--- config.mk ---
export PLATFORM = sky130hd
export DESIGN_NAME = axis_frame_source_flat
export DESIGN_NICKNAME = d
export VERILOG_FILES = /design/src/rtl/axis_frame_source_pkg.sv /design/src/rtl/axis_frame_source_if.sv /design/src/rtl/axis_frame_source_lfsr.sv /design/src/rtl/axis_frame_source.sv /design/src/flat_wrapper.sv
export SDC_FILE = /design/constraint.sdc
export NUM_CORES = 1
export LEC_CHECK = 0
export ABC_CLOCK_PERIOD_IN_PS = 4850
export CAP_MARGIN = 5
export CORE_ASPECT_RATIO = 0.8
export CORE_MARGIN = 2
export CORE_UTILIZATION = 52
export CTS_CLUSTER_SIZE = 24
export DETAILED_ROUTE_END_ITERATION = 10
export GPL_TIMING_DRIVEN = 0
export PLACE_DENSITY = 0.83
export SLEW_MARGIN = 20
export SYNTH_ARGS = -nofsm -noshare
export SYNTH_HDL_FRONTEND = slang
export SYNTH_SLANG_ARGS = --single-unit
--- constraint.sdc ---
create_clock -name ACLK -period 4.85 [get_ports ACLK]
set_input_delay 0.97 -clock ACLK [delete_from_list [all_inputs] [get_ports ACLK]]
set_output_delay 0.97 -clock ACLK [all_outputs]
set_load 0.02 [all_outputs]
--- src/rtl/axis_frame_source_pkg.sv ---
// Shared types and LFSR helpers for the AXI-Stream frame source.
// Package name is axis_src_pkg; both RTL modules import it.
package axis_src_pkg;

  typedef enum logic [1:0] {
    IDLE = 2'd0,
    SEND = 2'd1,
    FIN  = 2'd2
  } state_t;

  // Galois taps 32,22,2,1 for a right-shifting register
  localparam logic [31:0] LFSR_MASK         = 32'h8020_0003;
  localparam logic [31:0] LFSR_DEFAULT_SEED = 32'h0000_0001;

  function automatic logic [31:0] lfsr_next(input logic [31:0] cur);
    return (cur >> 1) ^ (cur[0] ? LFSR_MASK : 32'h0);
  endfunction

endpackage

--- src/rtl/axis_frame_source_if.sv ---
// AXI-Stream beat channel between the frame source and its sink.
interface axis_frame_source_if #(
  parameter int STREAM_WIDTH = 32
);
  logic [STREAM_WIDTH-1:0] TDATA;
  logic                    TVALID;
  logic                    TLAST;
  logic                    TREADY;

  modport master (output TDATA, output TVALID, output TLAST, input TREADY);
  modport slave  (input TDATA, input TVALID, input TLAST, output TREADY);
endinterface

--- src/rtl/axis_frame_source_lfsr.sv ---
// 32-bit Galois LFSR payload generator. A zero seed is replaced by the
// default seed so the register can never lock up in the all-zero state.
module axis_lfsr32
  import axis_src_pkg::*;
#(
  parameter int OUT_W = 16
) (
  input  logic             clk,
  input  logic             rst_n,
  input  logic             load,
  input  logic [31:0]      seed,
  input  logic             advance,
  output logic [OUT_W-1:0] value
);

  logic [31:0] lfsr_q;

  // Seed load wins over advance; the two are never requested together.
  always_ff @(posedge clk or negedge rst_n) begin
    if (!rst_n) begin
      lfsr_q <= LFSR_DEFAULT_SEED;
    end else if (load) begin
      lfsr_q <= (seed == 32'h0) ? LFSR_DEFAULT_SEED : seed;
    end else if (advance) begin
      lfsr_q <= lfsr_next(lfsr_q);
    end
  end

  assign value = lfsr_q[OUT_W-1:0];

endmodule

--- src/rtl/axis_frame_source.sv ---
// AXI-Stream master emitting frames of LFSR payload beats, TLAST on the
// final beat. Optional macro AXIS_GOLDEN_MAX_EN adds golden_max /
// golden_valid, the largest payload of the last completed frame.
module axis_frame_source
  import axis_src_pkg::*;
#(
  parameter int STREAM_WIDTH = 32,
  parameter int LEN_W        = 16,
  parameter int DATA_BITS    = 16
) (
  input  logic                 ACLK,
  input  logic                 ARESET_n,
  input  logic                 start,
  input  logic [LEN_W-1:0]     frame_len,
  input  logic                 seed_load,
  input  logic [31:0]          seed,
  input  logic                 pause,
  output logic                 busy,
  output logic                 done,
`ifdef AXIS_GOLDEN_MAX_EN
  output logic [DATA_BITS-1:0] golden_max,
  output logic                 golden_valid,
`endif
  axis_frame_source_if.master  axis
);

  state_t               state_q, state_d;
  logic [LEN_W-1:0]     remaining_q, remaining_d;
  logic                 tvalid_q, tvalid_d;
  logic                 tlast_q, tlast_d;
  logic [DATA_BITS-1:0] payload;
  logic                 hs;
  logic                 accept;
  logic                 lfsr_load;

  assign hs        = tvalid_q && axis.TREADY;
  assign accept    = (state_q == IDLE) && start && (frame_len != '0);
  assign lfsr_load = (state_q == IDLE) && seed_load;

  axis_lfsr32 #(.OUT_W(DATA_BITS)) u_lfsr (
    .clk     (ACLK),
    .rst_n   (ARESET_n),
    .load    (lfsr_load),
    .seed    (seed),
    .advance (hs),
    .value   (payload)
  );

  // TDATA follows the LFSR, which only moves on a handshake, so a stalled
  // beat stays frozen; it reads zero whenever no beat is offered.
  assign axis.TDATA  = tvalid_q ? STREAM_WIDTH'(payload) : '0;
  assign axis.TVALID = tvalid_q;
  assign axis.TLAST  = tlast_q;
  assign busy        = (state_q == SEND);
  assign done        = (state_q == FIN);

  // State and beat-control registers.
  always_ff @(posedge ACLK or negedge ARESET_n) begin
    if (!ARESET_n) begin
      state_q     <= IDLE;
      remaining_q <= '0;
      tvalid_q    <= 1'b0;
      tlast_q     <= 1'b0;
    end else begin
      state_q     <= state_d;
      remaining_q <= remaining_d;
      tvalid_q    <= tvalid_d;
      tlast_q     <= tlast_d;
    end
  end

  // Next-state and beat launch; remaining counts beats not yet handshaked,
  // including the one currently offered.
  always_comb begin
    state_d     = state_q;
    remaining_d = remaining_q;
    tvalid_d    = tvalid_q;
    tlast_d     = tlast_q;
    case (state_q)
      IDLE: begin
        if (accept) begin
          // First beat is launched in the same edge as the start is taken
          state_d     = SEND;
          remaining_d = frame_len;
          tvalid_d    = !pause;
          tlast_d     = !pause && (frame_len == LEN_W'(1));
        end
      end
      SEND: begin
        if (tvalid_q) begin
          if (axis.TREADY) begin
            remaining_d = remaining_q - LEN_W'(1);
            if (tlast_q) begin
              tvalid_d = 1'b0;
              tlast_d  = 1'b0;
              state_d  = FIN;
            end else if (!pause) begin
              tvalid_d = 1'b1;
              tlast_d  = (remaining_q == LEN_W'(2));
            end else begin
              tvalid_d = 1'b0;
              tlast_d  = 1'b0;
            end
          end
        end else if (!pause) begin
          tvalid_d = 1'b1;
          tlast_d  = (remaining_q == LEN_W'(1));
        end
      end
      FIN: begin
        state_d = IDLE;
      end
      default: begin
        state_d = IDLE;
      end
    endcase
  end

`ifdef AXIS_GOLDEN_MAX_EN
  logic [DATA_BITS-1:0] run_max_q;
  logic [DATA_BITS-1:0] beat_max;

  assign beat_max     = (payload > run_max_q) ? payload : run_max_q;
  assign golden_valid = done;

  // Running max of accepted payloads; published on the TLAST handshake so
  // it is stable while golden_valid is high.
  always_ff @(posedge ACLK or negedge ARESET_n) begin
    if (!ARESET_n) begin
      run_max_q  <= '0;
      golden_max <= '0;
    end else if (accept) begin
      run_max_q <= '0;
    end else if (hs) begin
      run_max_q <= beat_max;
      if (tlast_q) begin
        golden_max <= beat_max;
      end
    end
  end
`else
  // Golden-max tracking is not built in this configuration.
`endif

endmodule

--- src/flat_wrapper.sv ---
// flat-port wrapper written by rule: the top's interface ports become plain ports
module axis_frame_source_flat import axis_src_pkg::*;
#(
  parameter int STREAM_WIDTH = 32,
  parameter int LEN_W        = 16,
  parameter int DATA_BITS    = 16
)
  (ACLK, ARESET_n, start, frame_len, seed_load, seed, pause, busy, done, axis_TDATA, axis_TVALID, axis_TLAST, axis_TREADY);
  axis_frame_source_if #(.STREAM_WIDTH(STREAM_WIDTH)) axis_i ();
  input  logic ACLK;
  input  logic ARESET_n;
  input  logic start;
  input  logic [LEN_W-1:0] frame_len;
  input  logic seed_load;
  input  logic [31:0] seed;
  input  logic pause;
  output logic busy;
  output logic done;
  output wire logic [$bits(axis_i.TDATA)-1:0] axis_TDATA;
  output wire logic [$bits(axis_i.TVALID)-1:0] axis_TVALID;
  output wire logic [$bits(axis_i.TLAST)-1:0] axis_TLAST;
  input wire logic [$bits(axis_i.TREADY)-1:0] axis_TREADY;
  assign axis_TDATA = axis_i.TDATA;
  assign axis_TVALID = axis_i.TVALID;
  assign axis_TLAST = axis_i.TLAST;
  assign axis_i.TREADY = axis_TREADY;
  axis_frame_source #(.STREAM_WIDTH(STREAM_WIDTH), .LEN_W(LEN_W), .DATA_BITS(DATA_BITS)) u_core (.ACLK(ACLK), .ARESET_n(ARESET_n), .start(start), .frame_len(frame_len), .seed_load(seed_load), .seed(seed), .pause(pause), .busy(busy), .done(done), .axis(axis_i));
endmodule
==> results.toml <==
[synthesis]
syn_area_mm2 = 0.00313
synth_area_leaders = "dfrtp_1, mux2i_1, o21ai_0"
synth_cells = 352
synth-seq-cells = 52
synth.most_common_cell = "dfrtp_1"
ys_seq_area_share_pct = 41.6
avgSynthCellArea_um2 = 8.89
async_flop_share_pct = 100
synth_top_area_share_pct = 40.8
ys_top_cells_by_count = "dfrtp_1, nand2_1, o21ai_0"
ys_warn_count = 0
ys.flop_type = "dfrtp_1"
yosysTopAreaCell = "dfrtp_1"
ys_types = 51
synth-edff-count = 0

[worst_hold_path]
hold_depth = 2
hp-start = "u_core.remaining_q[11]$_DFFE_PN0P_"
hold_end = "u_core.remaining_q[11]$_DFFE_PN0P_"
hold_path_class = "flip-flop to flip-flop"

[place]
preCtsSetupSlack_ns = 1.66
place.detailed.hpwl_mm = 6.13
post_dp_cell_area_mm2 = 0.00402
gp_congestion = 0.911
io_buffer_count = 73
place_inst = 521

[timing]
setup_viol = 0
period_minus_slack_ns = 3.33
tightest_slew_ns = 0.714
max_slew_margin_pct = 52.4
drv_slew = 0
holdWs_ns = 0.535
rsz0062_at_grt = "false"
worst_slack_ns = 1.52
finalHoldViolCount = 0
setup_tns_ns = 0
skew_ns = 0.0202
finalCritPeriodShare_pct = 68.6
max_freq_mhz = 301

[worst_setup_path]
cp_data_arrival_time_ns = 2.36
required_ns = 3.88
r2r_setup_slack_ns = 2.69
cp_slowest_cell = "clkdlybuf4s50_1"
cp_cell_sequence = "nand2b_1 > buf_4 > inv_2 > clkbuf_1 > clkdlybuf4s50_1"
critPathLaunchType = "flip-flop"
timing.rr.end = "u_core.remaining_q[14]$_DFFE_PN0P_"
setup.worst_path.class = "flip-flop to output pin"
crit_path_end_kind = "output pin"
slowest_delay_ns = 0.71
crit-reg2reg-launch = "u_core.axis.TVALID$_DFFE_PN0P_"
startpoint = "u_core.state_q[1]$_DFFE_PN0P_"
critPathMaxFanout = 10
r2r_cells = 6

[detailed_routing]
dr.pass1.iters = 5
wl_per_cell_um = 15.3
vias = 3017
vias_per_cell = 5.70
drt_iter0_drc = 305
post-route-drc-count = 0
totalWireLength_mm = 8.07
ant_nets = 0

[clock_tree]
htree_levels = 2
cts_made_buffers = 5
cts_tree = "built"
clk_pin_slew_ns = 0.09
post_cts_resize_count = 0
clock_sinks = 52
insertion_delay_ns = 0.31
cts_setup_buffers = 0
clock_path_buffers = 2
cts_hold_repair.buffers = 0
cts-root-buf = "clkbuf_8"

[global_route]
grt_start_max_net_pins = 53
grt_pass1_wl_mm = 12.8
grt.total_usage_pct = 23.8
antenna_found_initial = 0
grt_pass1_vias = 2689
grt_overflow = 0

[finish]
stdcell_count = 529
post-route-util_pct = 71.0
fillers = 459
areaGrowthSynthToFinish_pct = 32.7
multi_input_area_mm2 = 0.00167
fin_nets = 504
drive_gt1_share_pct = 8.48
diodes = 0
regArea_mm2 = 0.00130
fin_area_mm2 = 0.00415

[die]
ios = 90
die_area_mm2 = 0.00666
dieWidth_um = 90.7
coreArea_mm2 = 0.00585
initial_core_util_pct = 53.5
die_h_um = 73.4
rows = 25

[power]
power_leakage_nw = 1.77
p_total_mw = 2.02
vdd_drop_max_mv = 0.282
cellPowerDensity_mw_per_mm2 = 487

[run]
drv_cap = 0

[status]
status = "completed"
==> report_power, final <==
part / internal [mW] / switching [mW]
logic: 0.412 / 0.472
clock network: 0.206 / 0.139
registers: 0.625 / 0.167
==> placed cells by master (no fill, tap or decap), types with 2 or more instances in the layout <==
master / instances
nor3_1: 10
bufinv_16: 2
o22a_1: 3
nor2_1: 17
a31oi_1: 2
a21oi_1: 20
clkbuf_8: 5
clkbuf_1: 14
nor4_1: 15
and2_1: 18
o2bb2ai_1: 2
xnor2_1: 3
and3_1: 2
nand3_1: 3
nand2_1: 43
o31a_1: 2
clkdlybuf4s50_1: 72
nand4_1: 2
conb_1: 16
nor3b_1: 3
nand2b_1: 3
ha_1: 3
dfrtp_1: 51
buf_4: 19
buf_1: 3
mux2i_1: 30
o21ai_1: 16
o21ai_0: 38
o21a_1: 2
inv_1: 4
==> routing by layer <==
layer  GRT usage (%)  share of wire [%]  vias to the layer above
met2            39.3                 47                      140
met5               0                  0                        -
met4            6.15                1.3                        0
li1                -                  -                     1422
met3            5.44                6.8                       13
met1            32.3                 45                     1442
==> state kept, by name, indices dropped and copies added, names as in the netlist <==
| signal | count |
|---|---|
| u_core.remaining_q | 16 |
| u_core.axis.TVALID | 1 |
| u_core.axis.TLAST | 1 |
| u_core.state_q | 2 |
| u_core.u_lfsr.lfsr_q | 32 |
==> worst max-delay path by stage <==
stage	to	slack [ns]	depth (start not counted)
after floorplan	u_core.axis.TLAST$_DFFE_PN0P_	2.44	5
after global placement	u_core.u_lfsr.lfsr_q[12]$_DFFE_PN0P_	1.27	1
after detailed placement	u_core.axis.TLAST$_DFFE_PN0P_	1.66	6
after CTS	busy	1.58	5
after global routing	busy	1.43	5
final	busy	1.52	5
==> layout make-up <==
type                    instances  share of cell area, %
multi-input cells             275                   40.2
clock inverters                 2                   1.45
plain buffers                  35                   4.82
well taps                      81                   2.44
flip-flops and latches         52                   31.4
repair buffers                 73                   17.5
inverters                       5                  0.452
clock buffers                   6                   1.75
==> critical path: cells and delay by family (launching register included) <==
family,cells,cell delay (ns)
buffers and inverters,4,1.47
DFF,1,0.43
and+or+nand+nor,1,0.15
==> logic make-up (layout without fill, tap and decap cells) <==
family | after synthesis | count (layout) | synth area share, %
muxes | 31 | 31 | 9.96
DFF | 52 | 52 | 41.6
xor gates and xnor gates | 3 | 3 | 0.840
adders and majority gates | 3 | 3 | 1.20
AOI/OAI and AO/OA | 96 | 96 | 18.5
other | 1 | 16 | 0.120
buffers and inverters | 40 | 121 | 7.00
and+or+nand+nor | 126 | 126 | 20.8
No activity file was read; power rests on OpenSTA's default activity.
==> edit 1, RTL diff (same flow settings) <==
The 3 states of `state_t` get a one-hot encoding in 3 bits.
--- a/src/rtl/axis_frame_source_pkg.sv
+++ b/src/rtl/axis_frame_source_pkg.sv
@@ -2,10 +2,10 @@
 // Package name is axis_src_pkg; both RTL modules import it.
 package axis_src_pkg;
 
-  typedef enum logic [1:0] {
-    IDLE = 2'd0,
-    SEND = 2'd1,
-    FIN  = 2'd2
+  typedef enum logic [2:0] {
+    IDLE = 3'b001,
+    SEND = 3'b010,
+    FIN  = 3'b100
   } state_t;
 
   // Galois taps 32,22,2,1 for a right-shifting register
Function: no difference found for any inputs over 4 cycles, from zero or initial values and one cycle with ARESET_n low; so few cycles prove little.
==> edit 1 against the original RTL <==
- largest power group unchanged
- worst setup slack worse by 0.016 ns
- total power is 9.0% higher
- die area increased by 5.0%
- clock power fell by 25%
- wire length is 11% higher
- sequential share of layout area fell by 0.24 points
- area after synthesis rose by 5.2%
- combinational power up 22%
- critical path type unchanged
- final area increased by 2.8%
- non-clock buffer count grew 6
- sequential cell count up 1
==> edit 1: results (changes against the original RTL) <==
- DR WL met2: 4040 um (was 3820 um)
- Vias in the first global route: 2,938 (was 2,689)
- Routed length on met1: 4130 um (was 3610 um)
- Wire length on met3: 724 um (was 547 um)
- First-pass GRT wire length: 14,600 um (was 12,800 um)
- Finished Layout Cells: 547 (was 529)
- Met1 Usage GRT: 0.408 (was 0.323)
- Final WL: 8960 um (was 8070 um)
- Sequential-to-total area share from yosys stat: 0.403 (was 0.416)
- Status: finished, final reports clean (unchanged)
- Placed Instances: 539 (was 521)
- Share of cells above drive strength 1: 0.0815 (was 0.0848)
- Top cells by area, synth: dfrtp_1 (39%), mux2i_1 (9.1%), o21ai_0 (5.5%) (was dfrtp_1 (41%), mux2i_1 (9.6%), o21ai_0 (6.1%))
- 1st-iter DRT viols: 409 (was 305)
- GP Congestion: 0.926 (was 0.911)
- Post-DP HPWL: 6650 um (was 6130 um)
- Total track usage: 0.265 (was 0.238)
- Post-Route Skew: 0.0146 ns (was 0.0202 ns)
- Yosys cell types: 56 (was 51)
- DP Area: 4180 um2 (was 4020 um2)
- Post-synthesis instance total: 370 (was 352)
- Met3 GRT Util: 0.0430 (was 0.0544)
- Final nets: 522 (was 504)
- Pin count of the biggest net entering global routing: 54 (was 53)
- Met2 Usage GRT: 0.394 (was 0.393)
edit 1: layout make-up:
type	count	area, um2
Sequential cell	53	1330
Buffer	41	231
Tap cell	81	101
Multi-Input combinational cell	284	1760
Fill cell	483	1740
Clock buffer	8	90.1
Timing Repair Buffer	73	728
Inverter	7	26.3
edit 1: worst reg2reg max path: stages, from the launching register on:
cell      delay [ns]
dfrtp_1         0.45
inv_1           0.13
ha_1            0.19
or3b_1          0.48
nor2_1          0.44
a32oi_1         0.17
a211oi_1        0.27
a211o_1         0.14
edit 1: final timing paths:
path	start	end	slack [ns]	cells after the start
worst max-delay path	u_core.state_q[2]	busy	1.51	5
worst min-delay path	u_core.remaining_q[12]	u_core.remaining_q[12]	0.54	1
worst max register to register	u_core.remaining_q[0]	u_core.remaining_q[10]	2.52	7
worst min register to register	u_core.remaining_q[12]	u_core.remaining_q[12]	0.54	1
max in group asynchronous	ARESET_n	u_core.u_lfsr.lfsr_q[16]	3.72	1
min in group asynchronous	ARESET_n	u_core.u_lfsr.lfsr_q[28]	0.70	1
edit 1: power by group:
part | internal (uW) | switching, uW
logic | 494 | 589
clock network | 117 | 143
registers | 659 | 202
edit 1: per-stage QoR:
stage                util  hold slack (ns)  worst slack [ns]
CTS                 0.711            0.547              1.54
global placement    0.696            0.502              1.23
global route        0.711            0.580              1.40
detailed placement  0.696            0.523              1.78
floorplan               -            0.482              2.55
finish              0.711            0.539              1.51
edit 1: kinds of logic (layout without fill, tap and decap cells):
kind of cell	count (synthesis)	count (layout)	synth area share
buffers and inverters	48	129	0.0783
XOR/XNOR	3	3	0.00798
multiplexers	32	32	0.0980
flip-flops	53	53	0.403
other	1	16	0.00114
AND/OR/NAND/NOR	132	132	0.209
adder cells (fa/ha/maj)	3	3	0.0114
AO/OA/AOI/OAI	98	98	0.190
==> edit 2, RTL diff (same settings) <==
Made on the original files. `DATA_BITS` is set to 16 in 2 places; all go to 20.
--- a/src/rtl/axis_frame_source.sv
+++ b/src/rtl/axis_frame_source.sv
@@ -6,7 +6,7 @@
 #(
   parameter int STREAM_WIDTH = 32,
   parameter int LEN_W        = 16,
-  parameter int DATA_BITS    = 16
+  parameter int DATA_BITS    = 20
 ) (
   input  logic                 ACLK,
   input  logic                 ARESET_n,
--- a/src/flat_wrapper.sv
+++ b/src/flat_wrapper.sv
@@ -3,7 +3,7 @@
 #(
   parameter int STREAM_WIDTH = 32,
   parameter int LEN_W        = 16,
-  parameter int DATA_BITS    = 16
+  parameter int DATA_BITS    = 20
 )
   (ACLK, ARESET_n, start, frame_len, seed_load, seed, pause, busy, done, axis_TDATA, axis_TVALID, axis_TLAST, axis_TREADY);
   axis_frame_source_if #(.STREAM_WIDTH(STREAM_WIDTH)) axis_i ();
Check against the original RTL: not equivalent (a bounded check fails within 4 cycles, from zero or initial values and one cycle with ARESET_n low).
==> edit 2 against the original RTL <==
- sequential cell count did not move
- area after synthesis increased by 1.3%
- total power fell by 21%
- final area grew 0.54%
- sequential power fell by 9.6%
- worst setup slack worse by 0.11 ns
- wire length rose by 8.8%
==> edit 2: results (changes against the original RTL) <==
- Total track usage: 0.267 (was 0.238)
- Hold Crit Depth: 2 (unchanged)
- Placed Instances: 541 (was 521)
- PortBufs: 77 (was 73)
- First-pass GRT wire length: 14,300 um (was 12,800 um)
- Reg2reg start: u_core.remaining_q[1] (was u_core.axis.TVALID)
- Worst-skew pair later-pin latency: 0.31 ns (about the same)
- Routed length on met1: 3900 um (was 3610 um)
- Power per cell area: 383 nW/um2 (was 487 nW/um2)
- Reg-to-reg setup timing slack: 2.42 ns (was 2.69 ns)
- Status: finished, final reports clean (unchanged)
- Mux cell area share after synthesis: 0.0983 (was 0.0996)
- Synth Area in XOR/XNOR: 0.00829 (was 0.00840)
- Post-Route Skew: 0.00876 ns (was 0.0202 ns)
- Worst hold endpoint: u_core.remaining_q[15] (was u_core.remaining_q[11])
- DP Area: 4080 um2 (was 4020 um2)
- Hold Path Origin: u_core.remaining_q[15] (was u_core.remaining_q[11])
- Slew headroom: 0.388 (was 0.524)
- Post-Synthesis Mean Instance Area: 8.52 um2 (was 8.89 um2)
- Top cells by area, synth: dfrtp_1 (40%), mux2i_1 (9.5%), o21ai_0 (7.4%) (was dfrtp_1 (41%), mux2i_1 (9.6%), o21ai_0 (6.1%))
- GP Congestion: 1.01 (was 0.911)
- Met3 GRT Util: 0.0585 (was 0.0544)
- Worst Hold Slack: 0.521 ns (was 0.535 ns)
- 1st-iter DRT viols: 235 (was 305)
- Most frequent cells after synthesis: dfrtp_1 (51), o21ai_0 (47), nand2_1 (41), mux2i_1 (30), nor2_1 (27) (was dfrtp_1 (51), nand2_1 (43), o21ai_0 (38), mux2i_1 (30), a21oi_1 (20))
- Pleak: 0.00176 uW (was 0.00177 uW)
- Met2 Usage GRT: 0.421 (was 0.393)
- Vias in the first global route: 2,896 (was 2,689)
- R2r worst-path depth: 7 (was 6)
- Vias/cell: 5.76 (was 5.70)
- Post-Place Setup Slack: 1.48 ns (was 1.66 ns)
- Filler cell count: 448 (was 459)
- Final nets: 524 (was 504)
- Finished Layout Cells: 549 (was 529)
- Max VDD drop: 0.230 mV (was 0.282 mV)
- Final WL: 8780 um (was 8070 um)
- P_clk: 255 uW (was 345 uW)
- Post-DP HPWL: 6740 um (was 6130 um)
- Sequential-to-total area share from yosys stat: 0.411 (was 0.416)
- Compound-Gate Fraction of Synth Area: 0.167 (was 0.185)
- Arrival @ worst endpoint: 2.46 ns (was 2.36 ns)
- Share of cells above drive strength 1: 0.0620 (was 0.0848)
- NetSw: 589 uW (was 778 uW)
- FF-to-FF End: u_core.remaining_q[12] (was u_core.remaining_q[14])
- DR WL met2: 4020 um (was 3820 um)
## edit 2: cell count changes in the layout (fill, tap and decap cells not counted), sizes merged, moves of 4 or more
| cell | unedited run | this run |
|---|---|---|
| clkbuf | 19 | 25 |
| buf | 23 | 18 |
| nor2 | 17 | 27 |
| o21ai | 54 | 48 |
| clkdlybuf4s50 | 72 | 76 |
| conb | 16 | 12 |
## edit 2: cell type report
class	instances	area, um2	share of cell area
well taps	81	101	0.0243
repair buffers	77	768	0.184
inverters	8	30.0	0.00719
multi-input cells	287	1700	0.408
clock buffers	6	72.6	0.0174
flip-flops and latches	52	1300	0.312
plain buffers	36	183	0.0438
clock inverters	2	16.3	0.00390
## edit 2: critical path: stages (launching register included)
cell and delay [ns]:
dfrtp_1 0.37, clkbuf_1 0.25, nand2b_1 0.29, inv_1 0.13, clkbuf_1 0.41, clkdlybuf4s50_1 0.70
